`src/rtl/shift_add_multiplier.sv`:
```
// Sequential shift-and-add multiplier with sign/magnitude handling.
// Unsigned or two's-complement operands. Latency is fixed at WIDTH+2 cycles
// from the clock edge that accepts start.
// Ports:
//   clk, rst_n       - clock, asynchronous active-low reset
//   start            - begin a multiplication (accepted in IDLE or DONE)
//   signed_mode      - 1: two's-complement operands/product, 0: unsigned
//   eX, Y            - multiplicand, multiplier (sampled with start)
//   A, Q             - product high/low halves (registered)
//   busy             - multiplication in progress (RUN or FIX)
//   done             - one-cycle pulse when {A,Q} holds a valid product
module shift_add_multiplier #(
    parameter int unsigned WIDTH = 8
) (
    input  logic             clk,
    input  logic             rst_n,
    input  logic             start,
    input  logic             signed_mode,
    input  logic [WIDTH-1:0] eX,
    input  logic [WIDTH-1:0] Y,
    output logic [WIDTH-1:0] A,
    output logic [WIDTH-1:0] Q,
    output logic             busy,
    output logic             done
);

    localparam int unsigned CNT_W  = $clog2(WIDTH) + 1;
    localparam int unsigned PROD_W = 2 * WIDTH;

    typedef enum logic [1:0] {
        ST_IDLE = 2'd0,
        ST_RUN  = 2'd1,
        ST_FIX  = 2'd2,
        ST_DONE = 2'd3
    } state_t;

    state_t             state_q, state_d;
    logic [WIDTH-1:0]   a_q, a_d;
    logic [WIDTH-1:0]   b_q, b_d;
    logic [WIDTH-1:0]   q_q, q_d;
    logic [CNT_W-1:0]   count_q, count_d;
    logic               neg_q, neg_d;

    logic               accept_c;
    logic               last_run_c;
    logic [WIDTH-1:0]   mag_x_c;
    logic [WIDTH-1:0]   mag_y_c;
    logic [WIDTH-1:0]   addend_c;
    logic [WIDTH:0]     sum_c;
    logic [PROD_W-1:0]  neg_prod_c;

    // start only takes effect between operations
    assign accept_c   = start && ((state_q == ST_IDLE) || (state_q == ST_DONE));
    assign last_run_c = (count_q == CNT_W'(WIDTH - 1));

    // State register
    always_ff @(posedge clk or negedge rst_n) begin
        if (!rst_n) begin
            state_q <= ST_IDLE;
        end else begin
            state_q <= state_d;
        end
    end

    // Datapath registers
    always_ff @(posedge clk or negedge rst_n) begin
        if (!rst_n) begin
            a_q     <= '0;
            b_q     <= '0;
            q_q     <= '0;
            count_q <= '0;
            neg_q   <= 1'b0;
        end else begin
            a_q     <= a_d;
            b_q     <= b_d;
            q_q     <= q_d;
            count_q <= count_d;
            neg_q   <= neg_d;
        end
    end

    // Next-state logic
    always_comb begin
        state_d = state_q;
        unique case (state_q)
            ST_IDLE: if (accept_c) state_d = ST_RUN;
            ST_RUN:  if (last_run_c) state_d = ST_FIX;
            ST_FIX:  state_d = ST_DONE;
            ST_DONE: state_d = accept_c ? ST_RUN : ST_IDLE;
            default: state_d = ST_IDLE;
        endcase
    end

    // Operand magnitudes; the most negative value maps to 2^(WIDTH-1) unsigned
    always_comb begin
        mag_x_c = eX;
        mag_y_c = Y;
        if (signed_mode && eX[WIDTH-1]) mag_x_c = (~eX) + WIDTH'(1);
        if (signed_mode && Y[WIDTH-1])  mag_y_c = (~Y) + WIDTH'(1);
    end

    // One add step and the final two's-complement correction
    always_comb begin
        addend_c   = q_q[0] ? b_q : '0;
        sum_c      = {1'b0, a_q} + {1'b0, addend_c};
        neg_prod_c = (~{a_q, q_q}) + PROD_W'(1);
    end

    // Datapath next values
    always_comb begin
        a_d     = a_q;
        b_d     = b_q;
        q_d     = q_q;
        count_d = count_q;
        neg_d   = neg_q;
        if (accept_c) begin
            a_d     = '0;
            b_d     = mag_x_c;
            q_d     = mag_y_c;
            count_d = '0;
            neg_d   = signed_mode & (eX[WIDTH-1] ^ Y[WIDTH-1]);
        end else begin
            unique case (state_q)
                ST_RUN: begin
                    // carry drops into A's MSB, S[0] shifts into Q
                    a_d     = sum_c[WIDTH:1];
                    q_d     = {sum_c[0], q_q[WIDTH-1:1]};
                    count_d = count_q + CNT_W'(1);
                end
                ST_FIX: begin
                    if (neg_q) {a_d, q_d} = neg_prod_c;
                end
                default: ;
            endcase
        end
    end

    // Status outputs decoded from registered state
    always_comb begin
        busy = (state_q == ST_RUN) || (state_q == ST_FIX);
        done = (state_q == ST_DONE);
    end

    assign A = a_q;
    assign Q = q_q;

endmodule

```
`config.mk`:
```
export PLATFORM = sky130hd
export DESIGN_NAME = shift_add_multiplier
export DESIGN_NICKNAME = d
export VERILOG_FILES = /design/src/rtl/shift_add_multiplier.sv
export SDC_FILE = /design/constraint.sdc
export NUM_CORES = 1
export LEC_CHECK = 0
export BUFFER_PORTS_ARGS = -buffer_cell sky130_fd_sc_hd__buf_2
export CORE_UTILIZATION = 33
export DETAILED_ROUTE_END_ITERATION = 8
export GPL_ROUTABILITY_DRIVEN = 0
export PLACE_DENSITY = 0.5
export SYNTH_ARGS = -nofsm -noshare
export SYNTH_HDL_FRONTEND = slang
export SYNTH_SLANG_ARGS = --single-unit
```
`constraint.sdc`:
```
create_clock -name clk -period 5.7 [get_ports clk]
set_clock_uncertainty 0.15 [all_clocks]
set_input_delay 0.57 -clock clk [delete_from_list [all_inputs] [get_ports clk]]
set_output_delay 0.57 -clock clk [all_outputs]
set_load 0.03 [all_outputs]
```
* Word-level counts from Yosys, hierarchy flattened
Index checks and enable logic that the tools add are counted.
** Operators by class
- Muxes and demuxes :: 15
- Bitwise gates (word level) :: 5
- Divide/modulo/power cells :: 0
- Order comparisons :: 0
- Equality and inequality tests :: 7
- Add/sub/neg operators :: 5
- Multiply operators :: 0
- Shift-type cells :: 0
- Reduce and logical (&&, ||, !) cells :: 10
** Operator list (number)
- 8-bit 2-to-1 mux :: 7
- 8-bit case mux with 2 select lines :: 2
- 16-bit by 1-bit adder with 16-bit output, second input constant :: 1
- 8-bit by 1-bit adder with 8-bit output, second input constant :: 2
- 16-bit NOT :: 1
- 8-bit NOT :: 2
- 8-bit by 8-bit adder with 9-bit output :: 1
- 4-bit 2-to-1 mux :: 2
- 2-bit case mux with 4 select lines :: 1
- 4-bit by 1-bit adder with 4-bit output, second input constant :: 1
- 2-bit equality test, second input constant :: 2
- 4-bit by 3-bit equality test with 1-bit output, second input constant :: 1
- 2-bit 2-to-1 mux :: 2
- 2-bit inequality test, second input constant :: 2
- 2-bit AND reduction :: 2
- 1-bit logical AND :: 3
- 3-bit inequality test, second input constant :: 1
- 3-bit nonzero test :: 1
- 2-bit by 1-bit equality test with 1-bit output, second input constant :: 1
- 2-bit zero test :: 1
- 1-bit logical OR :: 2
- 2-bit nonzero test :: 1
- 1-bit bitwise AND :: 1
- 1-bit 2-to-1 mux :: 1
- 1-bit XOR :: 1
** Word-level totals
- Memory bits (read-only) :: 0
- Memories :: 0
- Register bits :: 31
- Word-level logic and storage cells :: 48
- Memory bits (writable) :: 0
- Bits in latches :: 0
- Output and inout bits :: 18
- Input bits :: 20

* Depth between registers and ports, before layout
- Depth in word-level cells :: 5
- Gate-level depth with buffers :: 9
- Depth with buffers taken out :: 8

* Worst setup path before layout
OpenSTA, ideal clock, no wires.
- Kind :: flip-flop to flip-flop
- From :: register q_q[0], in the netlist Q[0]
- To :: register a_q[7], in the netlist A[7]
- Arrival time :: 2.300 ns
- Slack :: 3.123 ns
- Stages on the path, launching flop included :: 10
- Setup time :: 0.127 ns
- Path buffers :: 1
- Required time :: 5.423 ns
- Path through :: dfrtp_1 -> clkbuf_1 -> and2_1 -> ha_1 -> fa_1 -> a21o_1 -> a211oi_1 -> o21ai_0 -> a31oi_1 -> a211oi_2
** Between the ends
- Cells in the longest elaborated chain, start to end :: 5
- Elaborated cells between the ends (all ways) :: 7
** RTL lines
- start, declared :: line 40 : logic [WIDTH-1:0] q_q, q_d;
- start signal, assigned :: line 76 : q_q <= q_d;
- 16-bit NOT :: line 106 : neg_prod_c = (~{a_q, q_q}) + PROD_W'(1);
- 16-bit by 1-bit adder with 16-bit output :: line 106
- 8-bit 2-to-1 mux :: line 131 : if (neg_q) {a_d, q_d} = neg_prod_c;
- 8-bit case mux with 2 select lines (*) :: line 123 : unique case (state_q)
- 8-bit 2-to-1 mux (*) :: line 116 : if (accept_c) begin
- end signal, assigned :: line 68 : a_q <= '0;
- end signal, assigned :: line 74 : a_q <= a_d;
- end, declared :: line 38 : logic [WIDTH-1:0] a_q, a_d;
Mark *: on every way between the ends. The rest lies on a longest branch, timed or not. The select of a mux whose other input is x is not followed.
A chain may end at the register's enable or synchronous reset.

* Worst setup path in the final report
- From :: register state_q[0]
- To :: register a_q[0], in the netlist A[0]
** Between the ends
- Cells in the longest elaborated chain, start to end :: 5
- Elaborated cells between the ends (all ways) :: 11
** RTL lines
- start, declared :: line 37 : state_t state_q, state_d;
- start signal, assigned :: line 61 : state_q <= state_d;
- 2-bit equality test / 2-bit zero test (equally long branches) :: line 53 : assign accept_c = start && ((state_q == ST_IDLE) || (state_q == ST_DONE));
- 1-bit logical OR :: line 53
- 1-bit logical AND :: line 53
- 3-bit inequality test (no source line) / 3-bit nonzero test (equally long branches)
- 2-bit AND reduction (no source line)
Parallel ways exist; a longest one is shown, timed or not.

==> results.tsv <==
metric	value	unit
Ys Warns	0	
top cell type's share of synthesized area	0.296	
post-synthesis register bit count	31	
critical path startpoint category	register	
area leader, netlist	dfrtp_1	
CTS Buf Count	5	
crit share post-route	0.499	
Area Growth Syn to Fin	10.2	%
DR iter-0 viols	167	
async set-reset flop share out of synthesis	1.00	
Area after DPL	0.00280	mm^2
crit end category	register	
die width	91.1	um
Mapped Avg Cell Area	8.88	um^2
Worst path slowest cell	ha_1	
commonest non-fill, non-tap cell in the layout	buf_2	
CTS tree	built	
die footprint	0.00830	mm^2
Seq/Total Area, Yosys	0.296	
Port Buf Inserts	37	
sequential power share	0.295	
DRT Wirelength	6380	um
Synth Flop Type	dfrtp_1	
Core ar.	0.00769	mm^2
worst vdd ir	191	uV
clk root buf	clkbuf_8	
Leak	1.32	nW
Residual DRC	0	
drt first pass iters	4	
combinational share of power	0.599	
Worst-Margin Slew	0.941	ns
Slew headroom	0.373	
setup TNS	0	ns
Synth cell types	55	
Post-synth EDFFs	0	
Final Setup Violations	0	
WP buf/inv	1	
Reg clk slew, reported paths	0.07	ns
Peak Freq	0.352	GHz
Fin. Hold Viols	0	
Row Count	32	
total gr overflow	0	
fin area	0.00289	mm^2
syn nets	332	
Antenna diodes	0	
CTS sink cnt	31	
postcts setup bufs	0	
Via-to-Cell Ratio	5.19	
H-tree depth	2	
fin nets	361	
Initial Utilization	0.341	
Syn Inst Count	295	
top post-synthesis cells by area	dfrtp_1 (30%), ha_1 (7.6%), mux2i_1 (5.7%)	
Total GRT Usage	0.164	
fillers	825	
slowest stage delay, CP	0.74	ns
worst setup path category	reg -> reg	
WP data required	5.71	ns
Die Y	91.1	um
status	finished clean	
crit-path cells	inv_1 -> ha_1 -> mux2i_1 -> a211oi_1 -> a31o_2 -> a222oi_1 -> nor2_1	
via count	2217	
# IOs	38	
Cell Count, Final, Fillers Out	427	
antenna violations before repair	0	
Hold Crit Class	in -> async	
placed cells	419	
post-CTS sizing	0	
Net Sw Frac	0.517	
post-DR wirelength/cell	14.9	um
DRT antenna net count	0	
commonest cells after routing, fill and taps aside	buf_2 (37), dfrtp_1 (31), nand2_1 (28), o21ai_0 (26), nor2_1 (24)	
internal power	0.773	mW
CP arrival	2.85	ns
P per Cell Area	555	mW/mm^2
number of global-route vias before repair	2073	
Hold Buf Count CTS	0	
Max FO, Critical Path	23	
largest net degree at the start of global routing	32	
RSZ-0062 raised after global routing	no	
Clk pwr share	0.106	
first-pass GRT wire length	10700	um
dpl hpwl	4650	um
share of layout cells above drive strength 1	0.175	
switching pwr	0.827	mW
max-slew violations	0	
Synth Cell Area	0.00262	mm^2
worst-skew pair later-pin latency	0.28	ns
maxcap violations	0	
min cycle time layout	2.84	ns
Clock Path Buffers	2	
CP top delay family	adder cells	
==> metrics by stage <==
stage / utilization / hold slack, ns / setup WS (ns) / power, mW
after floorplan: - / 0.124 / 3.12 / 1.24
after global placement: 0.364 / 0.307 / 2.96 / 1.43
after detailed placement: 0.364 / 0.312 / 2.90 / 1.44
after CTS: 0.375 / 0.212 / 2.86 / 1.62
after global routing: 0.375 / 0.239 / 2.60 / 1.75
final: 0.375 / 0.190 / 2.86 / 1.60
==> synthesized netlist by cell type (all sizes together) (8+ instances only) <==
library cell and n:
mux2i 15, and2 8, xnor2 17, clkbuf 12, a21oi 17, inv 15
dfrtp 31, nand2 28, ha 16, nor2 24, o21ai 26, xor2 10
==> registers in the layout (all words and copies together) (netlist names) <==
register / flops
state_q: 2
Q: 8
A: 8
neg_q: 1
b_q: 8
count_q: 4
==> cell type report <==
cell class,instances,area [um^2],area share
clock buffer,6,72.6,0.0252
clock inverter,2,12.5,0.00434
inverter,15,56.3,0.0195
multi-input combinational,233,1650,0.571
sequential,31,776,0.269
tap,102,128,0.0442
timing repair buffer,38,193,0.0668
==> worst reg2reg max path, stage by stage (launching register included) <==
cell and delay, ns:
dfrtp_1 0.43, inv_1 0.11, ha_1 0.74, mux2i_1 0.68, a211oi_1 0.09, a31o_2 0.24
a222oi_1 0.21, nor2_1 0.07
==> path summary, 6_finish.rpt <==
check | startpoint | end | slack, ns | depth (start not counted)
max | state_q[0]$_DFFE_PN0P_ | A[0]$_DFFE_PN0P_ | 2.86 | 7
min | rst_n | count_q[0]$_DFFE_PN0P_ | 0.19 | 1
max reg2reg | state_q[0]$_DFFE_PN0P_ | A[0]$_DFFE_PN0P_ | 2.86 | 7
min reg2reg | b_q[0]$_DFFE_PN0P_ | b_q[0]$_DFFE_PN0P_ | 0.32 | 2
max in group asynchronous | rst_n | A[2]$_DFFE_PN0P_ | 4.75 | 1
min in group clk | b_q[0]$_DFFE_PN0P_ | b_q[0]$_DFFE_PN0P_ | 0.32 | 2
==> layer usage <==
metal,share of wire,vias to the layer above,global-route usage
met5,0,-,0
met4,0.0078,0,0.0410
met3,0.042,4,0.0327
met2,0.45,51,0.251
met1,0.50,1053,0.235
li1,-,1109,-
==> power groups by stage <==
stage	logic, mW	registers, mW	clock network (mW)
after floorplan	0.740	0.504	0
after global placement	0.960	0.474	0
after detailed placement	0.958	0.479	0
after CTS	0.964	0.475	0.177
after global routing	1.07	0.494	0.186
final	0.959	0.473	0.169
==> kinds of logic (layout without fill, tap and decap cells) <==
| family | Yosys count | after routing | synth area share |
|---|---|---|---|
| flops | 31 | 31 | 0.296 |
| xor+xnor | 27 | 27 | 0.0903 |
| compound gates | 77 | 77 | 0.190 |
| mux | 17 | 17 | 0.0659 |
| buf+inv | 31 | 61 | 0.0745 |
| simple gates | 95 | 95 | 0.199 |
| fa+ha+maj | 17 | 17 | 0.0841 |
Note: power is estimated with default switching activity, not from simulation.
